<file path="src/rtl/writeback_pkg.sv">
// Shared pipeline definitions used by the writeback stage: the writeback
// FSM state encoding, the default trap vector and small counter helpers.
package writeback_pkg;

  // Writeback FSM: RUN accepts results, FLUSH discards them while the
  // front of the pipeline is being killed after a redirect.
  typedef enum logic {
    RUN   = 1'b0,
    FLUSH = 1'b1
  } wb_state_e;

  // Default PC loaded on any exception.
  localparam logic [31:0] TRAP_VECTOR_DEFAULT = 32'h0000_0100;

  // Width of the flush down-counter; it supports holds of 1..7 cycles.
  localparam int FLUSH_CNT_W = 3;

  // Saturating 16-bit increment used by the trap counter.
  function automatic logic [15:0] sat_inc16(input logic [15:0] v);
    if (v == 16'hFFFF) begin
      return v;
    end
    return v + 16'd1;
  endfunction

  // Counter value loaded when entering FLUSH. The counter counts down to
  // zero, so a hold of N cycles loads N-1.
  function automatic logic [FLUSH_CNT_W-1:0] flush_load(input int cycles);
    return FLUSH_CNT_W'(cycles - 1);
  endfunction

endpackage

</file>
<file path="src/rtl/writeback.sv">
// Writeback stage: retires execute-stage results into the register file,
// turns jumps and exceptions into a one-cycle fetch redirect followed by a
// pipeline flush of FLUSH_CYCLES cycles, and keeps trap/retire statistics.
//
// Handshake: ex_stall is permanently 0, so every cycle with ex_valid=1 is a
// transfer. The stage never backpressures; results offered while in FLUSH
// are accepted and silently dropped.
module writeback
  import writeback_pkg::*;
#(
  parameter logic [31:0] TRAP_VECTOR  = TRAP_VECTOR_DEFAULT,
  parameter int          FLUSH_CYCLES = 2
) (
  input  logic        clk,
  input  logic        reset,
  // Result handshake from execute
  input  logic        ex_valid,
  output logic        ex_stall,
  input  logic [4:0]  ex_rd,
  input  logic [31:0] ex_rd_val,
  input  logic [31:0] ex_inst_pc,
  input  logic        ex_jump,
  input  logic [31:0] ex_jump_pc,
  input  logic        ex_exception_valid,
  input  logic [5:0]  ex_exception_num,
  // Register-file write port
  output logic        rf_we,
  output logic [4:0]  rf_waddr,
  output logic [31:0] rf_wdata,
  // Pipeline kill and fetch redirect
  output logic        flush,
  output logic        redirect_valid,
  output logic [31:0] redirect_pc,
  // Trap state
  output logic [31:0] mepc,
  output logic [5:0]  mcause,
  output logic [15:0] trap_count,
  // Statistics
  output logic [63:0] retire_count,
  // FSM state, exposed for observation
  output logic        dbg_state
);

  localparam logic [FLUSH_CNT_W-1:0] FLUSH_LOAD = flush_load(FLUSH_CYCLES);

  wb_state_e              state_q, state_d;
  logic [FLUSH_CNT_W-1:0] fcnt_q, fcnt_d;
  logic                   flush_q, flush_d;
  logic                   redirect_valid_q, redirect_valid_d;
  logic [31:0]            redirect_pc_q, redirect_pc_d;
  logic                   rf_we_q, rf_we_d;
  logic [4:0]             rf_waddr_q, rf_waddr_d;
  logic [31:0]            rf_wdata_q, rf_wdata_d;
  logic [31:0]            mepc_q, mepc_d;
  logic [5:0]             mcause_q, mcause_d;
  logic [15:0]            trap_count_q, trap_count_d;
  logic [63:0]            retire_count_q, retire_count_d;

  logic transfer;
  logic take_trap;
  logic take_retire;
  logic take_jump;

  // Decode what the current transfer does; only meaningful in RUN.
  always_comb begin
    transfer    = ex_valid && (state_q == RUN);
    take_trap   = transfer && ex_exception_valid;
    take_retire = transfer && !ex_exception_valid;
    take_jump   = take_retire && ex_jump;
  end

  // Next-state and next-output logic for the writeback FSM.
  always_comb begin
    state_d          = state_q;
    fcnt_d           = fcnt_q;
    flush_d          = flush_q;
    redirect_valid_d = 1'b0;
    redirect_pc_d    = redirect_pc_q;
    rf_we_d          = 1'b0;
    rf_waddr_d       = rf_waddr_q;
    rf_wdata_d       = rf_wdata_q;
    mepc_d           = mepc_q;
    mcause_d         = mcause_q;
    trap_count_d     = trap_count_q;
    retire_count_d   = retire_count_q;

    case (state_q)
      RUN: begin
        if (take_trap) begin
          // Exception: no register write, capture cause and PC, and
          // redirect to the trap vector. Any jump request is ignored.
          mepc_d           = ex_inst_pc;
          mcause_d         = ex_exception_num;
          trap_count_d     = sat_inc16(trap_count_q);
          redirect_valid_d = 1'b1;
          redirect_pc_d    = TRAP_VECTOR;
          state_d          = FLUSH;
          fcnt_d           = FLUSH_LOAD;
          flush_d          = 1'b1;
        end else if (take_retire) begin
          // Normal retire. x0 is never written, but the address/data
          // registers still follow the retiring instruction.
          rf_we_d        = (ex_rd != 5'd0);
          rf_waddr_d     = ex_rd;
          rf_wdata_d     = ex_rd_val;
          retire_count_d = retire_count_q + 64'd1;
          if (take_jump) begin
            redirect_valid_d = 1'b1;
            redirect_pc_d    = ex_jump_pc;
            state_d          = FLUSH;
            fcnt_d           = FLUSH_LOAD;
            flush_d          = 1'b1;
          end
        end
      end

      FLUSH: begin
        // flush was raised on entry; it stays up while the counter runs
        // down and drops on the cycle the FSM returns to RUN.
        if (fcnt_q == '0) begin
          state_d = RUN;
          flush_d = 1'b0;
        end else begin
          fcnt_d = fcnt_q - 1'b1;
        end
      end

      default: begin
        state_d = RUN;
        fcnt_d  = '0;
        flush_d = 1'b0;
      end
    endcase
  end

  // State and output registers; synchronous reset wins over any transfer.
  always_ff @(posedge clk) begin
    if (reset) begin
      state_q          <= RUN;
      fcnt_q           <= '0;
      flush_q          <= 1'b0;
      redirect_valid_q <= 1'b0;
      redirect_pc_q    <= 32'd0;
      rf_we_q          <= 1'b0;
      rf_waddr_q       <= 5'd0;
      rf_wdata_q       <= 32'd0;
      mepc_q           <= 32'd0;
      mcause_q         <= 6'd0;
      trap_count_q     <= 16'd0;
      retire_count_q   <= 64'd0;
    end else begin
      state_q          <= state_d;
      fcnt_q           <= fcnt_d;
      flush_q          <= flush_d;
      redirect_valid_q <= redirect_valid_d;
      redirect_pc_q    <= redirect_pc_d;
      rf_we_q          <= rf_we_d;
      rf_waddr_q       <= rf_waddr_d;
      rf_wdata_q       <= rf_wdata_d;
      mepc_q           <= mepc_d;
      mcause_q         <= mcause_d;
      trap_count_q     <= trap_count_d;
      retire_count_q   <= retire_count_d;
    end
  end

  // The stage never stalls execute.
  assign ex_stall       = 1'b0;
  assign rf_we          = rf_we_q;
  assign rf_waddr       = rf_waddr_q;
  assign rf_wdata       = rf_wdata_q;
  assign flush          = flush_q;
  assign redirect_valid = redirect_valid_q;
  assign redirect_pc    = redirect_pc_q;
  assign mepc           = mepc_q;
  assign mcause         = mcause_q;
  assign trap_count     = trap_count_q;
  assign retire_count   = retire_count_q;
  assign dbg_state      = state_q;

endmodule
</file>
<file path="config.mk">
export PLATFORM = sky130hd
export DESIGN_NAME = writeback
export DESIGN_NICKNAME = d
export VERILOG_FILES = /design/src/rtl/writeback_pkg.sv /design/src/rtl/writeback.sv
export SDC_FILE = /design/constraint.sdc
export NUM_CORES = 1
export LEC_CHECK = 0
export CAP_MARGIN = 20
export CORE_ASPECT_RATIO = 0.6
export CORE_MARGIN = 2
export CORE_UTILIZATION = 44
export DETAILED_ROUTE_END_ITERATION = 10
export GPL_TIMING_DRIVEN = 0
export PLACE_DENSITY = 0.85
export SYNTH_ARGS = -nofsm -noshare
export SYNTH_HDL_FRONTEND = slang
export SYNTH_SLANG_ARGS = --single-unit
export TNS_END_PERCENT = 30
</file>
<file path="constraint.sdc">
create_clock -name clk -period 3.25 [get_ports clk]
set_clock_uncertainty 0.05 [all_clocks]
set_input_delay 0.65 -clock clk [delete_from_list [all_inputs] [get_ports clk]]
set_output_delay 0.65 -clock clk [all_outputs]
set_load 0.02 [all_outputs]
</file>
[Word level (Yosys, flattened, before mapping)]
Cells that the tools add are included.
Word-level totals
  output and inout bits: 192
  register bits: 194
  word-level logic and storage cells: 63
Operators by class
  add/subtract/negate cells: 3
  eq/ne operators: 6
  bitwise operators: 3
  reduce and logical (&&, ||, !) cells: 17
  muxes and demuxes: 22
Operators by type and width (number)
  2-to-1 mux 32 bit: 3
  adder 64 x 1 -> 64 bit, second input constant: 1
  adder 16 x 1 -> 16 bit, second input constant: 1
  equality test 16 bit, second input constant: 1
  2-to-1 mux 16 bit: 1
  AND reduction 3 bit: 5
  2-to-1 mux 3 bit: 4
  2-to-1 mux 1 bit: 11
  inequality test 3 bit, second input constant: 2
  case mux 3 bit (2 select lines): 1
  nonzero test 5 bit: 1
  logical AND 1 bit: 4
  inequality test 2 bit, second input constant: 2
  case mux 1 bit (2 select lines): 2
  nonzero test 2 bit: 2
  OR reduction 4 bit: 1
  logical NOT 3 bit: 1
  NOT 1 bit: 3
  subtractor 3 x 1 -> 3 bit, second input constant: 1
  inequality test 2 x 1 -> 1 bit, second input constant: 1
  AND reduction 2 bit: 1
  OR reduction 2 bit: 1
  logical NOT 1 bit: 1

[Longest topological paths before layout]
  word-level depth: 8
  gate-level depth with buffers: 9
  depth with buffers taken out: 7

[Worst setup path after synthesis]
OpenSTA, ideal clock, no wires.
  path type: input to register
  start: input port ex_exception_valid
  end: register retire_count_q[55] (netlist: retire_count[55])
  library setup time: 132 ps
  path slack: 232 ps
  arrival: 2835 ps
  stages: 9
  path buffers: 4
  cells stage by stage: or3b_1 -> buf_2 -> or4_1 -> clkbuf_1 -> or4b_4 -> buf_6 -> clkbuf_1 -> o21ai_0 -> a21oi_1
Between the ends
  cells in the longest elaborated chain, start to end: 3
RTL lines
  start: declaration: line writeback.sv:24  | input logic ex_exception_valid,
  logical NOT 1 bit or logical AND 1 bit (tied branches): line writeback.sv:68, writeback.sv:67
  logical AND 1 bit or NOT 1 bit (tied branches)
  AND reduction 3 bit (no source line) (*)
  end signal: assignment: line writeback.sv:163  | retire_count_q <= retire_count_d;
  end: declaration: line writeback.sv:57  | logic [63:0] retire_count_q, retire_count_d;
Every way passes the cells marked *; elsewhere a longest branch is shown, timed or not.
A chain may end at the register's enable or synchronous reset.

[Worst setup path after layout]
  start: input port ex_exception_valid
  end: register retire_count_q[62] (netlist: retire_count[62])
The elaborated chain is that of the path after synthesis.

==> results.toml <==
[global_route]
grt_usage_pct = 27.3
grt_overflow = 0
grt_pass1_vias = 7534
grt_max_degree = 19
grt_pass1_wl_mm = 40.3
antenna_found_initial = 3

[synth]
avgSynthCellArea_um2 = 8.22
ys_seq_area_share_pct = 50.3
ys_seq_elements = 194
yosysWarnings = 0
synth_area_um2 = 7720
synthFlopType = "dfxtp_1"
synth_edf_count = 0
synth_common_cells = "dfxtp_1, nand2_1, a21oi_1, nor2_1, clkbuf_1"
synth.area.top_cells = "dfxtp_1, nand2_1, a21oi_1, nor2_1, a22oi_1"
synth_fp_nets = 1055
yosysMostFrequentCell = "dfxtp_1"
synth_top_area_cell = "dfxtp_1"
postSynthCellCount = 939
async_reset_ff_share_pct = 0
yosysTopAreaCellShare_pct = 50.3
synthDistinctLibCells = 42

[detailed_routing]
num_vias = 7938
drt_iter0_drc = 571
finalWirelength_mm = 26.2
via_per_inst = 5.25
wl_per_cell_um = 17.3
drc = 0
dr.pass1.iters = 8
postRouteAntennaNets = 0

[floorplan]
core-area_um2 = 17200
die-area_um2 = 18700
start_util_pct = 44.9
io_pins = 304
num_rows = 37
chipHeight_um = 107
die_w_um = 175

[critical_path]
worst-endpoint-required_ns = 3.54
crit_path_max_fanout = 10
critical_path_class = "in2reg"
crit_slowest_cell = "or4_1"
crit_top_cell = "buf_6"
startpoint_type = "input pin"
reg2reg_setup_slack_ns = 0.35
crit_chain = "dlygate4sd2_1 > or3b_1 > buf_6 > or4_1 > buf_6 > or4_4 > buf_6 > or3_1 > a21oi_2"
reg2reg_depth = 8
slowest_delay_ns = 0.55
reg2reg_to = "retire_count[62]"
arrival_ns = 3.31
reg2reg_from = "dbg_state"
cp-end-kind = "flip-flop"

[sta]
fin_crit_sh_pct = 93.0
relSlewSlack_pct = 45.3
setup_viol = 0
fin_hold_ws_ns = 0.405
period_needed_ns = 3.02
finalHoldViolations = 0
rsz0062_at_grt = "no"
slew_viol_final = 0
fmax_ghz = 0.331
worst_pin_slew_ns = 0.813

[layout]
syn_to_final_growth_pct = 50.9
drive_gt1_share_pct = 4.00
nFillCells = 1416
fin_util_pct = 67.8
instances_no_fill = 1511
fin_nets = 1379

[run]
max_cap_violations = 0

[cts]
cts_tree = "done"
cts_max_path_buffers = 2
numCtsBuffers = 17
cts.sinks = 194
root_buffer = "clkbuf_16"
clk_pin_slew_ns = 0.07
clk_latency_ns = 0.42
hold_buffers = 0
cts-htree-levels = 4

[pwr]
pwr_density_cell_nw_per_um2 = 436
vdd_drop_max_uv = 271
leakage_nw = 3.91

[placed_design]
gp_congestion = 0.914
dpl.hpwl_mm = 19.4
dp.cells = 1476
portBuffers = 301

[worst_hold_path]
hold_start = "mcause[2]"
min-delay-path-class = "reg2reg"
holdPathEnd = "mcause[2]"
hold_depth = 2

[status]
status = "finished clean"
## layout by cell type (no fill, tap or decap), types with 20 or more instances in the layout
cell type and instances:
a21oi_1 110, a22oi_1 31, clkbuf_1 51, clkdlybuf4s50_1 299, dfxtp_1 194, nand2_1 182
nand3_1 22, nand4_1 23, nor2_1 95, nor4_1 20, o21ai_0 28, or3_1 27
xnor2_1 26
## stage by stage
stage	setup TNS, ns	setup WS [ns]	area (um^2)	total power [mW]
after global placement	-16.24	-0.765	11000	3.09
final	0	0.228	11600	5.08
after floorplan	0	0.232	7720	2.77
after detailed placement	-16.25	-0.805	11000	3.10
after CTS	0	0.00807	11600	5.11
after global routing	0	0.178	11600	5.26
## worst max-delay path by stage
stage,start,to,slack (ns),cells past startpoint
global placement,ex_valid,retire_count[56],-0.76,8
detailed placement,ex_valid,retire_count[55],-0.80,10
floorplan,ex_exception_valid,retire_count[55],0.23,9
global route,ex_exception_valid,retire_count[44],0.18,9
CTS,ex_valid,retire_count[62],0.008,9
finish,ex_exception_valid,retire_count[62],0.23,9
## where the power goes
group | switching (mW) | internal, mW
registers | 0.0357 | 2.44
clock network | 0.999 | 1.03
logic | 0.296 | 0.279
## sequential cells by signal (all words and copies together) (netlist names)
name            count
dbg_state           1
fcnt_q              3
retire_count       64
redirect_valid      1
trap_count         16
rf_wdata           32
flush               1
redirect_pc        32
rf_we               1
mcause              6
mepc               32
rf_waddr            5
## timing repair
action	in CTS	in global routing
buffers inserted	1	1
resized for setup	9	5
setup endpoints to repair	17	9
pin swaps	2	0
## critical path: cells and delay by family
family | cells | cell delay, ns
AND/OR/NAND/NOR | 4 | 1.75
buffers and inverters | 4 | 0.75
AO/OA/AOI/OAI | 1 | 0.16
## final cells by class
type | instances | area, um^2 | area share, %
buffer | 62 | 278 | 2.38
inverter | 18 | 67.6 | 0.580
multi-input combinational | 664 | 3520 | 30.2
clock inverter | 13 | 119 | 1.02
tap | 234 | 293 | 2.51
timing repair buffer | 306 | 3040 | 26.1
clock buffer | 18 | 439 | 3.77
antenna | 2 | 5.00 | 0.0430
sequential | 194 | 3880 | 33.3
## per-layer routing
layer / global-route usage, % / up-vias / wire [um] / share of wire, %
met4: 6.07 / 2 / 273 / 1.0
met1: 36.4 / 3750 / 11600 / 44
met2: 43.3 / 295 / 11900 / 46
li1: - / 3870 / - / -
met5: 0 / - / 11 / 0.042
met3: 8.76 / 21 / 2390 / 9.1
## cells by family (layout without fill, tap and decap cells)
logic type / Yosys count / in the layout / synth area share, %
fa+ha+maj: 4 / 4 / 0.648
flops: 194 / 194 / 50.3
buf+inv: 81 / 417 / 4.23
other cells: 1 / 3 / 0.0486
mux: 1 / 1 / 0.130
compound gates: 190 / 190 / 14.1
xor+xnor: 45 / 45 / 5.11
simple gates: 423 / 423 / 25.5
Note: power is estimated with default switching activity, not from simulation.
==> RTL change (same flow settings) <==
Set the package constant `FLUSH_CNT_W` to 4 (it was 3).
--- a/src/rtl/writeback_pkg.sv
+++ b/src/rtl/writeback_pkg.sv
@@ -13,7 +13,7 @@
   localparam logic [31:0] TRAP_VECTOR_DEFAULT = 32'h0000_0100;
 
   // Width of the flush down-counter; it supports holds of 1..7 cycles.
-  localparam int FLUSH_CNT_W = 3;
+  localparam int FLUSH_CNT_W = 4;
 
   // Saturating 16-bit increment used by the trap counter.
   function automatic logic [15:0] sat_inc16(input logic [15:0] v);
Formal check against the unedited RTL: no difference found for any inputs over 4 cycles, from zero or initial values and one cycle with reset high; that may be too few to reach the edited logic, so the function may still have changed.
==> RTL change against the unedited design <==
  * Area after synthesis grew 0.62%
  * Sequential cell count increased by 1
  * Register-to-register slack gained 270 ps
  * Synthesized cell count shrank 1.1%
  * First-iteration DRC count is 16% higher
  * Wire length down 0.87%
  * Final area shrank 0.17%
  * Worst setup slack improved by 160 ps
  * Critical path depth fell by 1
  * Power up 1.0%
==> RTL change: results (changes against the unedited design) <==
Place
  • GPL Wtd Cong: 0.937 (+2.5%)
  • Dpl hpwl: 19.6 mm (+0.95%)
  • Area after DPL: 11,100 µm² (+0.34%)

Global routing
  • Met1 usage in global routing: 0.351 (-0.0133)
  • Vias in the first global route: 7,651 (+1.6%)
  • Met2 GRT Util: 0.441 (+0.00757)
  • Initial antenna violation count: 1 (-2)
  • Met3 Track Usage GR: 0.0734 (-0.0142)

Setup path
  • Worst R2R Path Depth: 5 (-3)
  • Reg2reg setup slack: 620 ps (+270 ps)
  • CP endpoint: retire_count[11]$_SDFFE_PP0P_
  • Reg-to-reg endpoint: retire_count[54]$_SDFFE_PP0P_
  • Worst reg2reg startpoint: retire_count[35]$_SDFFE_PP0P_
  • Crit path DAT: 3110 ps (-200 ps)

Power and ir drop
  • PwrDens: 441 nW/µm² (+1.2%)
  • P_int: 3.78 mW (+0.93%)
  • Static Leakage: 3.97 nW (+1.6%)
  • Max VDD drop: 400 µV (+47%)

Synthesis
  • Adder-cell area share of the yosys netlist: 0.00483 (-0.00165)
  • Syn nets: 1,044 (-1.0%)
  • Complex-gate fraction of the synthesized area: 0.127 (-0.0141)
  • Mux cell area share after synthesis: 0 (-0.00130)
  • Area contributors post-synth: dfxtp_1 (50%), nand2_1 (8.8%), a21oi_1 (7.0%)
  • Synth top cells by count: dfxtp_1 (195), nand2_1 (182), a21oi_1 (108)
  • Distinct cells, synth: 47 (+12%)
  • Xor and xnor area share after synthesis: 0.0575 (+0.00645)

Clock tree
  • Post-CTS sizing: 0 (-9)
  • Setup Buffers After CTS: 0 (-1)
  • Worst-Skew Late Latency: around 430 ps
  • Max clock buf depth: 2 (unchanged)

Routing
  • Aggregate routed wire length: 26.0 mm (-0.87%)
  • Vias per cell: 5.35 (+1.9%)
  • Iter 0 DRT Violations: 661 (+16%)

Timing
  • Final period util: 0.880 (-0.0505)
  • Slew HR: 0.399 (-0.0540)

Finish
  • Nets: 1,364 (-1.1%)
  • Filler instances: 1,425 (+0.64%)
  • Share of post-route cells with drive strength above 1: 0.0397 (-0.000317)

Outcome
  • Status: finished, final reports clean
[RTL change: changes by cell type in the layout (fill, tap and decap cells not counted), sizes merged, moves of 4 or more]
cell    before  now
nand4       23   36
nor4        20   14
xor2        19   27
inv         24   17
clkbuf      70   56
nand3       22   30
o211ai       4    0
nor2        95  101
nand3b       5    1
and4         8    2
[RTL change: worst min-delay path by stage]
stage	endpoint	slack, ps	start
global placement	mepc[30]$_SDFFE_PP0P_	390	mepc[30]$_SDFFE_PP0P_
global route	rf_wdata[28]$_SDFFE_PP0P_	420	rf_wdata[28]$_SDFFE_PP0P_
CTS	rf_wdata[28]$_SDFFE_PP0P_	410	rf_wdata[28]$_SDFFE_PP0P_
finish	mepc[1]$_SDFFE_PP0P_	400	mepc[1]$_SDFFE_PP0P_
floorplan	fcnt_q[1]$_SDFFE_PP0P_	430	fcnt_q[1]$_SDFFE_PP0P_
detailed placement	rf_wdata[28]$_SDFFE_PP0P_	400	rf_wdata[28]$_SDFFE_PP0P_
[RTL change: power by group through the flow]
stage / sequential, mW / combinational [mW] / clock (mW)
after floorplan: 2.63 / 0.188 / 0
after global placement: 2.55 / 0.595 / 0
after detailed placement: 2.55 / 0.605 / 0
after CTS: 2.50 / 0.609 / 2.05
after global routing: 2.51 / 0.653 / 2.15
final: 2.50 / 0.605 / 2.02
[RTL change: cells by family after synthesis]
group / count (synthesis)
and+or+nand+nor: 438
buffers and inverters: 64
adders and majority gates: 3
xor gates and xnor gates: 51
DFF: 195
AOI/OAI and AO/OA: 177
other: 1
[RTL change: metrics by stage]
step / total power [mW] / instances / hold WS, ps
floorplan: 2.82 / 929 / 431
global placement: 3.15 / 1464 / 392
detailed placement: 3.16 / 1464 / 396
CTS: 5.16 / 1494 / 406
global route: 5.31 / 1495 / 422
finish: 5.13 / 1495 / 403
[RTL change: cell type report]
type / instances / share of cell area
multi-input cells: 670 / 0.310
plain buffers: 54 / 0.0193
clock buffers: 18 / 0.0378
diodes: 1 / 0.000215
well taps: 234 / 0.0252
clock inverters: 12 / 0.00990
repair buffers: 301 / 0.259
inverters: 10 / 0.00323
flip-flops and latches: 195 / 0.336
[RTL change: critical path, stage by stage]
cell and delay, ps:
clkdlybuf4s50_1 490, or3b_1 370, buf_2 180, buf_2 200
nor4_1 780, nand4_1 200, xor2_1 170, nor2_1 50
[RTL change: routing by layer]
metal,vias to the layer above,wire [µm]
met5,-,0
met1,3795,11400
met4,0,428
li1,3831,-
met2,336,12000
met3,38,2170
